[config.mk]
export PLATFORM = sky130hd
export DESIGN_NAME = aes_subword_seq
export DESIGN_NICKNAME = d
export VERILOG_FILES = /design/src/rtl/aes_subword_seq.sv
export SDC_FILE = /design/constraint.sdc
export NUM_CORES = 1
export LEC_CHECK = 0
export BUFFER_PORTS_ARGS = -buffer_cell sky130_fd_sc_hd__buf_4
export CAP_MARGIN = 15
export CORE_ASPECT_RATIO = 1.25
export CORE_UTILIZATION = 45
export CTS_CLUSTER_SIZE = 40
export DETAILED_ROUTE_END_ITERATION = 8
export GPL_ROUTABILITY_DRIVEN = 0
export PLACE_DENSITY = 0.74
export SLEW_MARGIN = 20
export SYNTH_ARGS = -nofsm -noshare
export SYNTH_HDL_FRONTEND = slang
export SYNTH_SLANG_ARGS = --single-unit
[constraint.sdc]
create_clock -name g_clk -period 15.8 [get_ports g_clk]
set_input_delay 0.79 -clock g_clk [delete_from_list [all_inputs] [get_ports g_clk]]
set_output_delay 0.79 -clock g_clk [all_outputs]
set_load 0.1 [all_outputs]
[src/rtl/aes_subword_seq.sv]
// Multi-cycle AES SubWord unit: forward/inverse SBox over four byte lanes using
// NSBOX shared SBox instances, time-multiplexed across 4/NSBOX beats.

module aes_sbox (
  input  logic [7:0] in_i,
  input  logic       inv_i,
  output logic [7:0] out_o
);

  function automatic logic [7:0] gf_mul(input logic [7:0] a, input logic [7:0] b);
    logic [7:0] acc;
    logic [7:0] sh;
    acc = '0;
    sh  = a;
    for (int unsigned i = 0; i < 8; i++) begin
      if (b[i]) acc = acc ^ sh;
      sh = {sh[6:0], 1'b0} ^ (sh[7] ? 8'h1b : 8'h00);
    end
    return acc;
  endfunction

  // x^254 == x^-1 in GF(2^8); maps 0 to 0 as the SBox requires
  function automatic logic [7:0] gf_inv(input logic [7:0] a);
    logic [7:0] p;
    logic [7:0] r;
    p = a;
    r = 8'h01;
    for (int unsigned i = 1; i < 8; i++) begin
      p = gf_mul(p, p);
      r = gf_mul(r, p);
    end
    return r;
  endfunction

  function automatic logic [7:0] rotl(input logic [7:0] x, input int unsigned s);
    return (x << s) | (x >> (8 - s));
  endfunction

  logic [7:0] inv_aff;

  always_comb begin
    inv_aff = rotl(in_i, 1) ^ rotl(in_i, 3) ^ rotl(in_i, 6) ^ 8'h05;
    if (inv_i) begin
      out_o = gf_inv(inv_aff);
    end else begin
      out_o = gf_inv(in_i);
      out_o = out_o ^ rotl(out_o, 1) ^ rotl(out_o, 2) ^ rotl(out_o, 3)
            ^ rotl(out_o, 4) ^ 8'h63;
    end
  end

endmodule

module aes_subword_seq #(
  parameter int unsigned NSBOX = 1
) (
  input  logic        g_clk,
  input  logic        g_resetn,
  input  logic        valid,
  input  logic        flush,
  input  logic        dec,
  input  logic [31:0] rs1,
  output logic        ready,
  output logic        busy,
  output logic [31:0] rd
);

  localparam int unsigned BEATS = 4 / NSBOX;
  localparam int unsigned BW    = (BEATS > 1) ? $clog2(BEATS) : 1;

  if (NSBOX != 1 && NSBOX != 2 && NSBOX != 4) begin : g_bad_nsbox
    $error("aes_subword_seq: NSBOX must be 1, 2 or 4");
  end

  typedef enum logic [1:0] {S_IDLE, S_BUSY, S_DONE} state_t;

  state_t              state_q;
  logic [BW-1:0]       beat_q;
  logic [31:0]         op_q;
  logic                dec_q;
  logic [31:0]         res_q;
  logic [31:0]         res_d;
  logic                ready_q;
  logic                busy_q;
  logic [NSBOX*8-1:0]  sbox_in;
  logic [NSBOX*8-1:0]  sbox_out;
  logic                sbox_inv;

  for (genvar j = 0; j < NSBOX; j++) begin : g_sbox
    aes_sbox u_sbox (
      .in_i  (sbox_in[j*8 +: 8]),
      .inv_i (sbox_inv),
      .out_o (sbox_out[j*8 +: 8])
    );
  end

  // SBox inputs stay zero outside BUSY so idle lanes never toggle
  always_comb begin
    sbox_in  = '0;
    sbox_inv = 1'b0;
    if (state_q == S_BUSY) begin
      sbox_inv = dec_q;
      for (int unsigned j = 0; j < NSBOX; j++) begin
        sbox_in[j*8 +: 8] = op_q[(32'(beat_q) * NSBOX + j) * 8 +: 8];
      end
    end
  end

  always_comb begin
    res_d = res_q;
    if (state_q == S_BUSY) begin
      for (int unsigned j = 0; j < NSBOX; j++) begin
        res_d[(32'(beat_q) * NSBOX + j) * 8 +: 8] = sbox_out[j*8 +: 8];
      end
    end
  end

  always_ff @(posedge g_clk or negedge g_resetn) begin
    if (!g_resetn) begin
      state_q <= S_IDLE;
      beat_q  <= '0;
      op_q    <= '0;
      dec_q   <= 1'b0;
      res_q   <= '0;
      ready_q <= 1'b0;
      busy_q  <= 1'b0;
    end else if (flush) begin
      state_q <= S_IDLE;
      beat_q  <= '0;
      res_q   <= '0;
      ready_q <= 1'b0;
      busy_q  <= 1'b0;
    end else begin
      case (state_q)
        S_IDLE: begin
          ready_q <= 1'b0;
          if (valid) begin
            op_q    <= rs1;
            dec_q   <= dec;
            res_q   <= '0;
            beat_q  <= '0;
            busy_q  <= 1'b1;
            state_q <= S_BUSY;
          end
        end
        S_BUSY: begin
          res_q <= res_d;
          if (beat_q == BW'(BEATS - 1)) begin
            ready_q <= 1'b1;
            state_q <= S_DONE;
          end else begin
            beat_q <= beat_q + 1'b1;
          end
        end
        S_DONE: begin
          ready_q <= 1'b0;
          busy_q  <= 1'b0;
          beat_q  <= '0;
          state_q <= S_IDLE;
        end
        default: begin
          ready_q <= 1'b0;
          busy_q  <= 1'b0;
          state_q <= S_IDLE;
        end
      endcase
    end
  end

  assign ready = ready_q;
  assign busy  = busy_q;
  assign rd    = ready_q ? res_q : '0;

endmodule
; After elaboration in Yosys (flattened, before gate mapping)
; Cells that the tools add are included.
[op_classes]
n_addsub = 2
eq_ne = 7
n_shift = 3
muxes = 651
n_bitwise = 394
n_reduce_logical = 8
[op_table]
columns = operator, count
row1 = 8-bit two-way mux, 435
row2 = 8-bit XOR, 370
row3 = 5-bit two-way mux, 184
row4 = 32-bit two-way mux, 3
row5 = 32-bit one-hot mux with 2 select lines, 1
row6 = 5-bit negation with 34-bit output, 1
row7 = "8-bit by 34-bit variable shift with 32-bit output, first input constant", 1
row8 = 8-bit by 34-bit indexed part select with 32-bit output, 1
row9 = 32-bit bitwise mux, 1
row10 = 32-bit by 6-bit indexed part select with 8-bit output, 1
row11 = 2-bit two-way mux, 8
row12 = 8-bit by 1-bit bitwise OR with 8-bit output, 2
row13 = 8-bit by 3-bit bitwise OR with 8-bit output, 2
row14 = 1-bit inverter, 15
row15 = 7-bit two-way mux, 2
row16 = 6-bit two-way mux, 2
row17 = 1-bit two-way mux, 8
row18 = 4-bit two-way mux, 2
row19 = 8-bit by 2-bit bitwise OR with 8-bit output, 1
row20 = 8-bit by 4-bit bitwise OR with 8-bit output, 1
row21 = 8-bit by 6-bit bitwise OR with 8-bit output, 1
row22 = 3-bit two-way mux, 2
row23 = "3-bit != test, second input constant", 2
row24 = 2-bit one-hot mux with 3 select lines, 1
row25 = 14 further kinds, 18
[word_totals]
regBits = 71
in_bits = 37
out_inout_bits = 34
wordCells = 1072

; Logic depth before layout (Yosys ltp)
[logic_depth]
word_depth = 197
ltp_mapped = 71
mapped_depth_nobuf = 57

; Hierarchy
; From an unflattened synthesis, not the netlist that was laid out.
[hier_totals]
cells_unflattened = 4193
hier_area_um2 = 33418.3
[modules_own_cells]
columns = module, instances, cells_each, area_per_inst_um2, seq_area_each_um2
row1 = aes_sbox, 1, 3954, 30140.2, 0.0
row2 = aes_subword_seq, 1, 239, 3278.1, 1776.7

; Worst setup path before layout
; OpenSTA, ideal clock, no wires.
[synth_path]
kind = register to register
start = register beat_q[0]
end = register res_q[31]
setup_ns = 0.121
t_arrival_ns = 17.006
t_required_ns = 15.679
setup_slack_ns = -1.327
stages_incl_launch_ff = 69
path_buffers = 11
period_less_slack_ns = 17.127
path_cell_list = dfrtp_1 buf_6 mux4_2 buf_2 and2_1 ha_1 xnor2_4 xnor2_1 nand2_1 xnor3_2 xnor2_4 inv_1 buf_2 buf_1 ha_1 clkbuf_1 inv_1 or2_1 [... 33 more ...] or3_1 o2111ai_1 xnor2_1 o221a_2 xnor2_2 nor2_1 xnor3_1 buf_4 xor3_2 xnor2_2 nor2_1 xnor3_1 xnor3_2 xor3_2 xor2_2 xnor2_1 mux2i_1 a22o_1
[synth_between]
elab_chain_cells = 197
word_cells_on_any_way = 1017
classes_between = add/sub (1) / shift (3) / mux (634) / bitwise (379)
[synth_lines]
columns = element, line_no
row1 = "start, declared", 78  ; logic [BW-1:0] beat_q;
row2 = "start signal, assigned", 152  ; beat_q <= beat_q + 1'b1;
row3 = 32-bit by 6-bit indexed part select with 8-bit output, 104  ; sbox_in[j*8 +: 8] = op_q[(32'(beat_q) * NSBOX + j) * 8 +: 8];
row4 = 8-bit two-way mux, 101  ; if (state_q == S_BUSY) begin
row5 = 8-bit two-way mux or 5-bit two-way mux (tied branches), "16, 17"
row6 = 8-bit two-way mux or 8-bit XOR (tied branches), "43, 17"
row7 = 8-bit XOR, 16  ; if (b[i]) acc = acc ^ sh;
row8 = 8-bit two-way mux, 16
row9 = 8-bit two-way mux, 43  ; if (inv_i) begin
row10 = 8-bit XOR, 16
row11 = [... 179 more ...], --
row12 = 8-bit XOR (3 in a row), 47  ; out_o = out_o ^ rotl(out_o, 1) ^ rotl(out_o, 2) ^ rotl(out_o, 3)
row13 = 8-bit XOR, 48  ; ^ rotl(out_o, 4) ^ 8'h63;
row14 = 4-bit inverter (no source line), --
row15 = 8-bit two-way mux, 43
row16 = 8-bit by 34-bit indexed part select with 32-bit output, 113  ; res_d[(32'(beat_q) * NSBOX + j) * 8 +: 8] = sbox_out[j*8 +: 8];
row17 = 32-bit bitwise mux *, 113
row18 = 32-bit one-hot mux with 2 select lines *, 134  ; case (state_q)
row19 = 32-bit two-way mux *, 127  ; end else if (flush) begin
row20 = "end signal, assigned", 147  ; res_q <= res_d;
row21 = "end, declared", 81  ; logic [31:0] res_q;
; Every way passes the cells marked *; elsewhere a longest branch is shown, timed or not. The select of a mux whose other input is x is not followed.
; A chain may end at the register's enable or synchronous reset.

; Worst setup path after layout
; Same ends and word-level chain as after synthesis.

==> summary.txt <==
Run status
  • Status: finished clean

Hold path
  • Hold Crit Class: flop to flop

Critical path
  • Max incr delay on CP: 0.62 ns
  • Crit-path slowest cell: xnor3_1
  • Worst setup SP type: flop
  • Crit path kind: flop to flop
  • CP arrival: 15.57 ns
  • CP Buf/Inv Count: 6
  • Top cell by count, worst path: xnor2_1
  • Required @ worst endpoint: 16.04 ns
  • Crit Path Max Fanout: 11
  • Delay-heaviest family, CP: XOR/XNOR gates
  • Worst setup EP type: flop

Clock network
  • Worst skew pair latency: 0.36 ns
  • Root Driver: clkbuf_16
  • Maximum buffer depth of the clock tree: 2
  • Htree depth: 3
  • CTS buffer count: 9
  • CTS tree: done
  • Clock transition at path regs: 0.06 ns
  • TritonCTS Sinks: 71

Place
  • Post-DP Area: 34100 sq um
  • Placed cell count: 5009
  • Port-buffer cells: 70
  • DP HPWL: 73700 um

Synth
  • Synth top area share: 18.6%
  • Post-synth cell types: 106
  • Seq cells post-synth: 71
  • Synth cell count leaders: xnor2_1, nor2_1, nand2_1, a21oi_1, xor2_1
  • Yosys top cell by area: xnor2_1
  • Number of flops mapped to enable cells by yosys: 0
  • Synth area leaders: xnor2_1, xnor3_1, nor2_1
  • Yosys warns: 0
  • Cell area after synthesis: 31600 sq um
  • Mapped Nets: 4105
  • Seq/Total Area, Yosys: 5.62%
  • Synth async-reset ratio: 100%
  • Syn avg cell area: 7.80 sq um
  • Gate Count Post-Synth: 4051
  • Most common cell in the netlist: xnor2_1
  • Most used DFF post-synth: dfrtp_1

STA
  • Hold Vio Cnt, Final: 0
  • Fmax: 65.2 MHz
  • WHS: 0.486 ns
  • Slew @ Worst Pin: 1.10 ns
  • Crit share post-route: 97.0%
  • Final setup fails: 0
  • Crit path time final: 15.33 ns
  • Relative slew margins: 25.9%
  • Final Skew: 0.00913 ns
  • Setup TNS: 0 ns
  • Final slew viol count: 0

Detailed routing
  • DR iter-0 viols: 3539
  • Routed vias/inst: 6.11
  • DRC Markers: 0
  • Drt total wl: 99800 um
  • Routed Antenna Nets: 0
  • Detailed Routing Iterations Pass 1: 7
  • Vias: 31.2k
  • Drt wl/cell: 19.5 um

Final layout
  • Layout cell share with drive strength beyond 1: 18.2%
  • Final instance area: 35800 sq um
  • Area grow syn2layout: 13.4%
  • Final #Nets: 4218
  • Non-Filler Instances: 5105

Global routing
  • GR Util All Layers: 26.5%
  • Vias in the first global route: 28.9k
  • Number of antenna violations at the first check in global routing: 2
  • Global-route wire length before repair: 155000 um
  • Largest net degree at the start of global routing: 72
  • GRT Residual Overflow: 0

Flow run
  • # Max-Cap Violations: 0

Floorplan
  • Horiz. Die Dim: 239 um
  • Row count: 108
  • Die Area: 71300 sq um
  • Area of the core: 69500 sq um
  • Die Ht: 298 um
  • Starting density of the core: 45.5%
  • I/O pin count: 71
worst paths after layout:
kind	startpoint	to	slack, ns	cells after the start
worst max-delay path	beat_q[0]	res_q[31]	0.47	53
worst min-delay path	res_q[5]	res_q[5]	0.49	2
worst max register to register	beat_q[0]	res_q[31]	0.47	53
worst min register to register	res_q[5]	res_q[5]	0.49	2
max in group asynchronous	g_resetn	beat_q[0]	14.59	1
min in group asynchronous	g_resetn	op_q[13]	0.55	1
kinds of logic (layout without fill, tap and decap cells):
kind of cell    Yosys count  count (layout)  synth area share, %
buf+inv                 309             426                 4.36
mux                     195             195                 6.85
compound gates          874             874                 18.6
xor+xnor               1165            1166                 43.9
other cells               0               1                    0
fa+ha+maj                21              21                0.799
simple gates           1416            1416                 19.8
flops                    71              71                 5.62
registers in the layout (all words and copies together), names as in the netlist:
register	flops
op_q	32
res_q	32
beat_q	2
state_q	2
busy	1
dec_q	1
ready	1
per-stage QoR:
| stage | setup slack [ns] | utilization, % |
|---|---|---|
| 2_1_floorplan | 0.0497 | - |
| 5_1_grt | -0.0974 | 51.6 |
| 3_5_place_dp | -0.208 | 49.1 |
| 4_1_cts | 0.0323 | 49.6 |
| 3_3_place_gp | -0.0959 | 49.1 |
| 6_report | 0.468 | 51.6 |
layer usage:
| metal | wire length [um] | vias to the layer above | global-route usage (%) |
|---|---|---|---|
| li1 | - | 14500 | - |
| met1 | 39100 | 14800 | 33.3 |
| met2 | 48300 | 1596 | 45.9 |
| met3 | 7450 | 356 | 2.37 |
| met4 | 4970 | 2 | 11.4 |
| met5 | 10 | - | 0 |
placed cells by master, fill, tap and decap left out, drive strengths merged, types with 23 or more instances in the layout:
| cell type | count |
|---|---|
| mux2i | 123 |
| mux2 | 62 |
| o211ai | 38 |
| buf | 366 |
| and2 | 61 |
| a31oi | 32 |
| xnor3 | 182 |
| o22ai | 62 |
| o21ai | 186 |
| nor3 | 124 |
| and3 | 24 |
| nand2 | 387 |
| nand2b | 31 |
| dfrtp | 71 |
| or3 | 25 |
| xor2 | 225 |
| nand3 | 85 |
| xnor2 | 736 |
| nor2 | 577 |
| a22oi | 26 |
| a211oi | 53 |
| nand4 | 23 |
| a21oi | 223 |
| inv | 42 |
| nor2b | 25 |
| a22o | 30 |
| xor3 | 23 |
worst min-delay path: stages, from the launching register on:
cell and delay, ns:
dfrtp_1 0.34, nand2_1 0.05, o21ai_1 0.06
cell type report:
type	instances	area (sq um)
antenna	1	2.50
clock buffer	9	225
clock inverter	7	61.3
fill	6464	33600
inverter	44	166
multi-input combinational	3672	29600
sequential	71	1780
tap	935	1170
timing repair buffer	366	2830
what timing repair did:
action / 4_1_cts / 5_1_grt
setup endpoints to repair: 32 / 32
hold buffers: 0 / 0
resized for setup: 9 / 120
setup buffers: 1 / 77
pin swaps: 2 / 38
cloned: 0 / 1
Power is left out: the tool's default activity adds up to more than one toggle a clock period on the data nets, which glitch-free logic cannot reach.
